### config.mk
export PLATFORM = sky130hd
export DESIGN_NAME = stopwatch
export DESIGN_NICKNAME = d
export VERILOG_FILES = /design/src/rtl/clock_pkg.sv /design/src/rtl/edge_pulse.sv /design/src/rtl/stopwatch.sv
export SDC_FILE = /design/constraint.sdc
export NUM_CORES = 1
export LEC_CHECK = 0
export ABC_AREA = 1
export CORE_MARGIN = 8
export CORE_UTILIZATION = 40
export CTS_CLUSTER_SIZE = 16
export DETAILED_ROUTE_END_ITERATION = 12
export PLACE_DENSITY = 0.56
export SYNTH_ARGS = -nofsm -noshare
export SYNTH_HDL_FRONTEND = slang
export SYNTH_SLANG_ARGS = --single-unit
### constraint.sdc
create_clock -name clk -period 3.5 [get_ports clk]
set_input_delay 0.525 -clock clk [delete_from_list [all_inputs] [get_ports clk]]
set_output_delay 0.525 -clock clk [all_outputs]
set_load 0.1 [all_outputs]
### src/rtl/clock_pkg.sv
// Shared definitions for the clock mode set: mode encodings, seconds width,
// the 5-year saturation value and the stopwatch state encoding.
package clock_pkg;

    localparam logic [1:0] MODE_TIMER     = 2'd2;
    localparam logic [1:0] MODE_STOPWATCH = 2'd3;

    localparam int                  SW_WIDTH     = 28;
    localparam logic [SW_WIDTH-1:0] SW_MAX_COUNT = 28'd157_679_999;

    typedef enum logic [1:0] {
        SW_IDLE  = 2'd0,
        SW_RUN   = 2'd1,
        SW_LAP   = 2'd2,
        SW_PAUSE = 2'd3
    } sw_state_e;

endpackage

### src/rtl/edge_pulse.sv
// Rising-edge detector for a debounced level: one-cycle pulse per press,
// held levels produce nothing further.
module edge_pulse (
    input  logic clk,
    input  logic reset,
    input  logic level,
    output logic pulse
);

    logic level_q;
    logic level_d;

    always_comb begin
        level_d = level;
    end

    always_ff @(posedge clk or posedge reset) begin
        if (reset) begin
            level_q <= 1'b0;
        end else begin
            level_q <= level_d;
        end
    end

    assign pulse = level & ~level_q;

endmodule

### src/rtl/stopwatch.sv
// Count-up stopwatch with pause, lap freeze and clear. All outputs are
// registered alongside the state so the display sees one coherent update.
//
// state    | meaning
// ---------+------------------------------------------------
// SW_IDLE  | stopped, count cleared
// SW_RUN   | counting, display shows live count
// SW_LAP   | counting, display frozen on lap_reg
// SW_PAUSE | stopped, count retained
module stopwatch
    import clock_pkg::*;
#(
    parameter logic [1:0]       MODE_ID   = MODE_STOPWATCH,
    parameter int               WIDTH     = SW_WIDTH,
    parameter logic [WIDTH-1:0] MAX_COUNT = SW_MAX_COUNT
) (
    input  logic             clk,
    input  logic             reset,
    input  logic             tick,
    input  logic [1:0]       mode,
    input  logic             startstop,
    input  logic             increment,
    input  logic             decrement,
    output logic [WIDTH-1:0] t_stopwatch,
    output logic             running,
    output logic             lap_frozen,
    output logic             overflow
);

    logic ss_pulse;
    logic lap_pulse;
    logic clr_pulse;

    edge_pulse u_ss_edge  (.clk(clk), .reset(reset), .level(startstop), .pulse(ss_pulse));
    edge_pulse u_lap_edge (.clk(clk), .reset(reset), .level(increment), .pulse(lap_pulse));
    edge_pulse u_clr_edge (.clk(clk), .reset(reset), .level(decrement), .pulse(clr_pulse));

    sw_state_e        state_q, state_d;
    logic [WIDTH-1:0] count_q, count_d;
    logic [WIDTH-1:0] lap_q, lap_d;
    logic             overflow_q, overflow_d;
    logic [WIDTH-1:0] t_q, t_d;
    logic             running_q, running_d;
    logic             lap_frozen_q, lap_frozen_d;
    logic             own_mode;

    assign own_mode = (mode == MODE_ID);

    always_comb begin
        state_d    = state_q;
        count_d    = count_q;
        lap_d      = lap_q;
        overflow_d = overflow_q;

        // Tick is judged against the pre-transition state.
        if (tick && (state_q == SW_RUN || state_q == SW_LAP)) begin
            if (count_q == MAX_COUNT) begin
                overflow_d = 1'b1;
            end else begin
                count_d = count_q + 1'b1;
            end
        end

        if (ss_pulse) begin
            case (state_q)
                SW_IDLE, SW_PAUSE: if (own_mode) state_d = SW_RUN;
                SW_RUN, SW_LAP:    state_d = SW_PAUSE;
                default:           state_d = state_q;
            endcase
        end else if (lap_pulse && own_mode) begin
            if (state_q == SW_RUN) begin
                state_d = SW_LAP;
                lap_d   = count_q;
            end else if (state_q == SW_LAP) begin
                state_d = SW_RUN;
            end
        end else if (clr_pulse && own_mode && state_q == SW_PAUSE) begin
            state_d    = SW_IDLE;
            count_d    = '0;
            lap_d      = '0;
            overflow_d = 1'b0;
        end

        t_d          = (state_d == SW_LAP) ? lap_d : count_d;
        running_d    = (state_d == SW_RUN) || (state_d == SW_LAP);
        lap_frozen_d = (state_d == SW_LAP);
    end

    always_ff @(posedge clk or posedge reset) begin
        if (reset) begin
            state_q      <= SW_IDLE;
            count_q      <= '0;
            lap_q        <= '0;
            overflow_q   <= 1'b0;
            t_q          <= '0;
            running_q    <= 1'b0;
            lap_frozen_q <= 1'b0;
        end else begin
            state_q      <= state_d;
            count_q      <= count_d;
            lap_q        <= lap_d;
            overflow_q   <= overflow_d;
            t_q          <= t_d;
            running_q    <= running_d;
            lap_frozen_q <= lap_frozen_d;
        end
    end

    assign t_stopwatch = t_q;
    assign running     = running_q;
    assign lap_frozen  = lap_frozen_q;
    assign overflow    = overflow_q;

endmodule

==> results.cfg <==
[timing]
fin_crit_ns = 2.45
slew_headroom = 0.344
worst_slew_pin_slew_ns = 0.981
final_hold_viol_count = 0
slew_violations = 0
setup_tns_ns = 0
fin_crit_sh = 0.701
rsz0062_at_grt = false
skew_ns = 0.00677
fmax_mhz = 408
setup_viol = 0

[clocking]
cts_setup_buffers = 0
path_clk_slew_ns = 0.06
clockBufferDepth = 2
cts_hold_buf = 0
root_buffer = clkbuf_16
htreeDepth = 3
insertion_delay_ns = 0.35
clock-sinks = 92
ctsResizeCount = 0
numCtsBuffers = 9
cts_tree = built

[detailed_routing]
wl_mm = 11.7
drt_iter0_markers = 302
routed_via_density = 4.94
dr.pass1.iters = 4
drc = 0
ant_nets = 0
routedWlPerCell_microns = 14.2
vias = 4074

[power_and_ir_drop]
switching_share = 0.473
ir_drop_v = 0.000610
p_leak_nw = 2.94
seqPwrFrac = 0.322
intPower_mw = 2.72
power.switching_mw = 2.44
pwr-share-comb = 0.486
p_total_mw = 5.16
clkPwrFrac = 0.193
power_density_mw_per_mm2 = 923

[job]
cap_violations = 0

[placement]
gp_congestion = 0.901
portBuffers = 38
dp_hpwl_mm = 7.93
placed_area_sq_mm = 0.00530

[setup_path]
r2r-end = t_stopwatch[15]
cpMaxStageDelayCell = clkdlybuf4s50_1
worstPathRequired_ns = 3.74
startpoint_type = input pin
max_stage_delay_ns = 0.50
endpoint_kind = flip-flop
crit_start = mode[0]
crit_path_end = t_stopwatch[15]
r2r-start = state_q[1]
r2r_slack_ns = 1.08
crit_path_max_fanout = 27
cp.arrival_ns = 2.69
rr_worst_depth = 11
crit_chain = clkdlybuf4s50_1 -> nand2_1 -> nor2_1 -> nand3_1 -> nor2_1 -> inv_1 -> a31oi_1 -> ha_1 -> buf_4 -> clkinv_1 -> buf_4 -> nand3_1 -> nand2_1
critPathKind = input pin to flip-flop

[floorplanning]
initial_core_util = 0.404
io_pins = 39
die_width_microns = 125
coreArea_sq_mm = 0.0118
die-height_microns = 125
dieArea_sq_mm = 0.0157
rows = 40

[global_routing]
grt_max_degree = 62
grt_util_all_layers = 0.156
grt_pass1_vias = 3930
grt_pass1_wl_mm = 19.7
antenna_found_initial = 0
overflow = 0

[yosys]
yosys-top-cells-area = dfrtp_1 (48%), nand2_1 (18%), inv_1 (6.7%), nand3_1 (4.2%), a21oi_1 (3.8%)
synth_cell_type_count = 32
yosysMostFrequentCell = nand2_1
synth_seq_area_share = 0.482
synth_nets = 650
avgSynthCellArea_sq_um = 7.51
synth_edf_count = 0
ys.flop_type = dfrtp_1
synth-seq-cells = 92
synth_common_cells = nand2_1 (232), dfrtp_1 (92), inv_1 (85)
yosys_warnings = 0
synthArstFlopShare = 1.00
synth.cell_area_sq_mm = 0.00477
synth_top_area_cell = dfrtp_1
synth_top_area_share = 0.482
synth_cells = 636

[min_path]
hold_class = flip-flop to flip-flop
whs_path_depth = 2

[outcome]
outcome = complete, no violations

[layout]
drive_above_1_share = 0.0708
fin_area_sq_mm = 0.00559
nFillCells = 1216
diodes = 0
syn_to_final_growth_pct = 17.2
fin_nets = 687
multi_input_area_sq_mm = 0.00201
seq_area_sq_mm = 0.00230
-- flip-flops by register name, indices dropped and copies added, names as in the netlist --
| register | count |
|---|---|
| u_ss_edge.level_q | 1 |
| u_lap_edge.level_q | 1 |
| running | 1 |
| u_clr_edge.level_q | 1 |
| overflow | 1 |
| lap_q | 28 |
| lap_frozen | 1 |
| count_q | 28 |
| t_stopwatch | 28 |
| state_q | 2 |
-- worst max-delay path: cells and delay by family --
kind / cells / cell delay, ns
AO/OA/AOI/OAI: 1 / 0.20
buffers and inverters: 5 / 1.10
adder cells (fa/ha/maj): 1 / 0.21
AND/OR/NAND/NOR: 6 / 0.64
-- area by class of cell --
| type | count | area share |
|---|---|---|
| well taps | 147 | 0.0329 |
| flip-flops and latches | 92 | 0.412 |
| multi-input cells | 433 | 0.360 |
| inverters | 91 | 0.0615 |
| clock buffers | 15 | 0.0479 |
| clock inverters | 1 | 0.00537 |
| repair buffers | 46 | 0.0810 |
-- how the worst min path moves through the flow --
stage | from | end | slack, ns
detailed placement | overflow | overflow | 0.52
global placement | overflow | overflow | 0.53
floorplan | lap_q[0] | lap_q[0] | 0.55
finish | overflow | overflow | 0.53
global route | overflow | overflow | 0.57
CTS | overflow | overflow | 0.54
-- cell families (layout without fill, tap and decap cells) --
family	Yosys count	count (layout)	synth area share
AOI/OAI and AO/OA	60	60	0.0729
xor gates and xnor gates	7	7	0.0128
adders and majority gates	6	6	0.0157
buffers and inverters	111	153	0.0962
DFF	92	92	0.482
and+or+nand+nor	360	360	0.320
-- through the flow --
step / hold WS (ns) / std cells / worst slack (ns) / utilization
after global routing: 0.575 / 825 / 0.816 / 0.474
after global placement: 0.525 / 809 / 0.766 / 0.448
after floorplan: 0.548 / 636 / 0.583 / -
after detailed placement: 0.516 / 809 / 0.694 / 0.448
final: 0.531 / 825 / 1.05 / 0.474
after CTS: 0.540 / 825 / 1.06 / 0.474
-- power by group through the flow --
stage,Clock [mW],Combinational (mW),Sequential [mW]
after detailed placement,0,2.52,1.68
final,0.994,2.51,1.66
after global placement,0,2.49,1.67
after floorplan,0,0.998,2.60
after global routing,1.06,2.72,1.70
after CTS,1.02,2.53,1.66
-- layout by cell type, fill, tap and decap left out, types with 5 or more instances in the layout --
master	instances
buf_4	7
clkbuf_16	9
o21ai_0	9
nand3_1	40
and3_1	5
ha_1	6
dfrtp_1	92
a21oi_1	36
clkdlybuf4s50_1	38
inv_1	84
nand4_1	16
nor2_1	48
xor2_1	6
a21oi_2	10
nand2_1	232
-- routing by layer --
metal  vias to the layer above  global-route usage  routed length [microns]
met5                         -                   0                        0
met4                         0              0.0666                      205
met3                        14              0.0378                      501
met2                        79               0.246                     5340
met1                      1934               0.201                     5670
li1                       2047                   -                        -
No activity file was read; power rests on OpenSTA's default activity.
